**src/rtl/sbox_substitute.sv**
```systemverilog
// DES S-box substitution stage: 48-bit key-mixed value in, 32-bit S1..S8 nibble
// concatenation out, one box per clock through a single shared lookup.
module sbox_substitute (
  input  logic        clk,
  input  logic        n_rst,
  input  logic        in_valid,
  output logic        in_ready,
  input  logic [47:0] in_data,
  output logic        out_valid,
  input  logic        out_ready,
  output logic [31:0] out_data,
  output logic        busy
);

  typedef enum logic [1:0] {
    IDLE = 2'd0,
    SUB  = 2'd1,
    DONE = 2'd2
  } state_t;

  state_t      state_r;
  state_t      state_s;
  logic [47:0] shift_r;
  logic [2:0]  cnt_r;
  logic [31:0] result_r;
  logic [3:0]  sbox_s;

  // Row word for (box, row): 16 nibbles, column 0 in the most significant nibble.
  function automatic logic [63:0] sbox_row(input logic [2:0] box, input logic [1:0] row);
    logic [63:0] w;
    case ({box, row})
      5'd0:    w = 64'hE4D12FB83A6C5907;
      5'd1:    w = 64'h0F74E2D1A6CB9538;
      5'd2:    w = 64'h41E8D62BFC973A50;
      5'd3:    w = 64'hFC8249175B3EA06D;
      5'd4:    w = 64'hF18E6B34972DC05A;
      5'd5:    w = 64'h3D47F28EC01A69B5;
      5'd6:    w = 64'h0E7BA4D158C6932F;
      5'd7:    w = 64'hD8A13F42B67C05E9;
      5'd8:    w = 64'hA09E63F51DC7B428;
      5'd9:    w = 64'hD709346A285ECBF1;
      5'd10:   w = 64'hD6498F30B12C5AE7;
      5'd11:   w = 64'h1AD069874FE3B52C;
      5'd12:   w = 64'h7DE3069A1285BC4F;
      5'd13:   w = 64'hD8B56F03472C1AE9;
      5'd14:   w = 64'hA690CB7DF13E5284;
      5'd15:   w = 64'h3F06A1D8945BC72E;
      5'd16:   w = 64'h2C417AB6853FD0E9;
      5'd17:   w = 64'hEB2C47D150FA3986;
      5'd18:   w = 64'h421BAD78F9C5630E;
      5'd19:   w = 64'hB8C71E2D6F09A453;
      5'd20:   w = 64'hC1AF92680D34E75B;
      5'd21:   w = 64'hAF427C9561DE0B38;
      5'd22:   w = 64'h9EF528C3704A1DB6;
      5'd23:   w = 64'h432C95FABE17608D;
      5'd24:   w = 64'h4B2EF08D3C975A61;
      5'd25:   w = 64'hD0B7491AE35C2F86;
      5'd26:   w = 64'h14BDC37EAF680592;
      5'd27:   w = 64'h6BD814A7950FE23C;
      5'd28:   w = 64'hD2846FB1A93E50C7;
      5'd29:   w = 64'h1FD8A374C56B0E92;
      5'd30:   w = 64'h7B419CE206ADF358;
      5'd31:   w = 64'h21E74A8DFC90356B;
      default: w = 64'h0;
    endcase
    return w;
  endfunction

  // Six-bit DES S-box input: outer bits pick the row, inner four the column.
  function automatic logic [3:0] sbox_lookup(input logic [2:0] box, input logic [5:0] b);
    logic [63:0] w;
    logic [5:0]  lsb;
    w   = sbox_row(box, {b[5], b[0]});
    lsb = 6'd60 - {b[4:1], 2'b00};
    return w[lsb +: 4];
  endfunction

  // Shared lookup for the box currently at the top of the shift register.
  always_comb begin
    sbox_s = sbox_lookup(cnt_r, shift_r[47:42]);
  end

  // Next-state logic.
  always_comb begin
    state_s = state_r;
    case (state_r)
      IDLE: begin
        if (in_valid) state_s = SUB;
        else          state_s = IDLE;
      end
      SUB: begin
        if (cnt_r == 3'd7) state_s = DONE;
        else               state_s = SUB;
      end
      DONE: begin
        if (out_ready) state_s = IDLE;
        else           state_s = DONE;
      end
      default: state_s = IDLE;
    endcase
  end

  // State register.
  always_ff @(posedge clk or negedge n_rst) begin
    if (!n_rst) state_r <= IDLE;
    else        state_r <= state_s;
  end

  // Capture, shift and accumulate datapath; result holds through DONE and IDLE.
  always_ff @(posedge clk or negedge n_rst) begin
    if (!n_rst) begin
      shift_r  <= 48'h0;
      cnt_r    <= 3'd0;
      result_r <= 32'h0;
    end else begin
      case (state_r)
        IDLE: begin
          if (in_valid) begin
            shift_r  <= in_data;
            cnt_r    <= 3'd0;
            result_r <= 32'h0;
          end
        end
        SUB: begin
          shift_r  <= {shift_r[41:0], 6'd0};
          cnt_r    <= cnt_r + 3'd1;
          result_r <= {result_r[27:0], sbox_s};
        end
        default: begin
          shift_r  <= shift_r;
          cnt_r    <= cnt_r;
          result_r <= result_r;
        end
      endcase
    end
  end

  // Handshake flags depend on the state register only.
  assign in_ready  = (state_r == IDLE);
  assign out_valid = (state_r == DONE);
  assign busy      = (state_r == SUB) || (state_r == DONE);
  assign out_data  = result_r;

endmodule
```
**config.mk**
```make
export PLATFORM = sky130hd
export DESIGN_NAME = sbox_substitute
export DESIGN_NICKNAME = d
export VERILOG_FILES = /design/src/rtl/sbox_substitute.sv
export SDC_FILE = /design/constraint.sdc
export NUM_CORES = 1
export LEC_CHECK = 0
export ABC_AREA = 1
export CAP_MARGIN = 20
export CORE_ASPECT_RATIO = 1.25
export CORE_UTILIZATION = 37
export CTS_CLUSTER_SIZE = 30
export DETAILED_ROUTE_END_ITERATION = 8
export PLACE_DENSITY = 0.61
export SETUP_SLACK_MARGIN = 0.5
export SYNTH_ARGS = -nofsm -noshare
export SYNTH_HDL_FRONTEND = slang
export SYNTH_SLANG_ARGS = --single-unit
```
**constraint.sdc**
```tcl
create_clock -name clk -period 7.1 [get_ports clk]
set_clock_uncertainty 0.2 [all_clocks]
set_input_delay 1.42 -clock clk [delete_from_list [all_inputs] [get_ports clk]]
set_output_delay 1.42 -clock clk [all_outputs]
set_load 0.03 [all_outputs]
```
==> summary.txt <==
Power and ir drop
  – PwrDens: 603.2 nW/µm²
  – Pleak: 3.702 nW
  – Worst VDD drop: 0.5449 mV
  – Overall Power: 4.715 mW

Floorplan
  – I/O Pins: 87
  – Row count: 54
  – Die Ht: 152.7 µm
  – Starting Density: 38.13%
  – Core ar.: 17630 µm²
  – DIE WIDTH: 122.6 µm
  – Die area: 18720 µm²

Critical path
  – Reg2Reg Setup Slack: 2.67 ns
  – CP max-delay cell: buf_4
  – CP endpoint kind: register
  – Reg-to-Reg End: out_data[28]$_DFFE_PN0P_
  – Reg-to-Reg Start: state_r[1]$_DFF_PN0_
  – Crit path buf inv count: 6
  – Crit-path cells: inv_1 > ha_2 > buf_4 > inv_2 > o21ai_4 > buf_4 > inv_2 > nor2_1 > inv_2 > o21ai_0
  – CP max FO: 114
  – CP Data Arrival Time: 4.48 ns
  – Max incr delay on CP: 0.77 ns
  – R2R depth: 10
  – CP required: 7.15 ns
  – WS Path Type: register to register
  – Top delay family on crit path: buffers and inverters
  – Cell mode on critical path: inv_2
  – Worst setup SP type: register

Logic synthesis
  – Post-synth top area cell: dfrtp_1
  – Post-Synthesis Cell Area: 6724 µm²
  – Syn. warnings: 0
  – Post-synthesis sequential area ratio: 31.63%
  – Syn_nets: 1102
  – Average size of a mapped cell: 6.503 µm²
  – Share of the synthesized area in the top cell type: 31.63%
  – Cell variety after synth: 30
  – Ranking of synthesized cells by area: dfrtp_1 (32%), nand3_1 (22%), nand2_1 (16%)
  – Flops & latches, synth: 85
  – Syn Inst Count: 1034

Placed design
  – Cells after DPL: 1275
  – HPWL after detailed placement: 16350 µm
  – Port Buffer Count: 86
  – GP Congestion: 0.9563
  – Area after DPL: 7507 µm²

STA
  – Final Hold Viols: 0
  – # setup viols final: 0
  – Hold slack final: 0.2803 ns
  – Max Freq: 225.7 MHz
  – RSZ-0062 raised after global routing: no
  – Slew Limit Fails: 0
  – Setup_tns: 0 ns
  – Min Tclk post-route: 4.431 ns
  – Relative slew slack: 33.28%
  – Final Cycle Share: 62.40%
  – Worst Tran Pin Value: 1.001 ns

Cells and area
  – Final nets: 1130
  – Layout cells sized above 1: 5.717%
  – Finished Layout Cells: 1291
  – Diode count: 0
  – Area of the multi-input gates: 3844 µm²
  – Final instance area: 7818 µm²
  – Fill cell total of the finished layout: 1907
  – Layout area overhead: 16.26%
  – Storage element area: 2130 µm²

Route
  – Vias/cell: 5.771
  – Initial DRT Pass Iterations: 5
  – Routed Wire Length: 24710 µm
  – Drt first-iter violations: 891
  – DRT antenna net count: 0
  – DR WL/cell: 19.14 µm
  – DR vias: 7451
  – DRC viols: 0

Global routing
  – Vias in the first global route: 7041
  – Tot GR Track Use: 26.99%
  – GR Util met3: 4.865%
  – GRT busiest layer: met2
  – First-pass GRT wire length: 39010 µm
  – Pin count of the biggest net entering global routing: 115
  – Met1 Use GR: 35.84%
  – Met2 Track Usage GR: 40.34%
  – Overflow after GRT: 0
  – Antenna violations before repair: 0

Clocking
  – Worst-skew pair later-pin latency: 0.34 ns
  – Post-CTS sizing: 0
  – Number of CTS-inserted buffers: 9
  – CTS tree: done
  – H-tree depth: 3
  – Clock tree sinks: 85
  – CTS Root Cell: clkbuf_16
  – Post-CTS setup buffer count: 0
  – Max Root-Sink Buffers: 2
  – Clock transition at path regs: 0.06 ns
  – Hold-fix buffers at CTS: 0

Outcome
  – Status: finished, final reports clean

Min path
  – Worst Hold Launch: out_data[29]$_DFFE_PN0P_
  – Worst Hold End: out_data[29]$_DFFE_PN0P_
  – Hold crit path type: register to register
  – Hold Path Stages: 2

Run
  – MaxCap Viol Count: 0
## cell families after synthesis
logic type      count (synthesis)  synth area share (%)
buf+inv                       163                 11.35
flops                          85                 31.63
simple gates                  646                 43.06
fa+ha+maj                      16                 2.977
compound gates                124                 10.98
## metal layers
layer	wire length, µm	vias to the layer above
met2	11030	455
met4	1402	0
li1	-	3522
met3	2335	98
met1	9935	3376
met5	0	-
## stage by stage
stage	util (%)	worst slack (ns)
finish	44.33	2.669
global route	44.33	2.110
CTS	44.33	2.595
detailed placement	42.57	2.262
global placement	42.57	2.362
floorplan	-	4.647
## worst max path at each step
stage	from	end	slack [ns]	cells past startpoint
2_1_floorplan	state_r[0]$_DFF_PN0_	busy	4.65	2
3_3_place_gp	in_valid	out_data[28]$_DFFE_PN0P_	2.36	8
3_5_place_dp	in_valid	out_data[28]$_DFFE_PN0P_	2.26	8
4_1_cts	state_r[1]$_DFF_PN0_	out_data[28]$_DFFE_PN0P_	2.59	10
5_1_grt	state_r[1]$_DFF_PN0_	out_data[31]$_DFFE_PN0P_	2.11	10
6_report	state_r[1]$_DFF_PN0_	out_data[28]$_DFFE_PN0P_	2.67	10
## Yosys cell counts (all sizes together)
library cell,n
o211ai,29
ha,16
clkinv,3
nor2,47
buf,59
clkbuf,20
nand4,2
a21oi,15
dfrtp,85
o21ai,47
inv,81
nand2,302
o22ai,20
or2,1
nand3,294
a31oi,13
## flip-flops by register name, indices dropped and copies added (netlist names)
register	count
state_r	2
out_data	32
shift_r	48
cnt_r	3
## cell type report
class                   count  share of cell area (%)
inverters                  84                   4.097
repair buffers             96                   11.94
well taps                 224                   3.585
multi-input cells         786                   49.17
clock inverters             6                  0.9123
clock buffers              10                   3.057
flip-flops and latches     85                   27.24
## placed cells by master, fill, tap and decap left out, types with 3 or more instances in the layout
cell type	synthesis	layout
nand3_1	291	291
nand2_1	286	286
clkdlybuf4s50_1	0	85
dfrtp_1	85	83
inv_1	74	74
o21ai_0	45	45
nor2_1	44	44
o211ai_1	29	29
o22ai_1	20	20
a21oi_1	15	15
ha_1	16	15
nand2_2	13	13
a31oi_1	13	13
buf_4	7	11
clkbuf_16	0	9
inv_2	6	6
clkinv_1	3	3
nand2_4	3	3
## power breakdown
part / internal (mW) / switching, mW
clock: 0.284 / 0.196
sequential: 0.701 / 0.156
combinational: 1.02 / 2.36
## tightest hold or removal path, stage by stage (launching register included)
cell	delay, ns
dfrtp_1	0.34
nand2_1	0.05
o21ai_0	0.06
No activity file was read; power rests on OpenSTA's default activity.
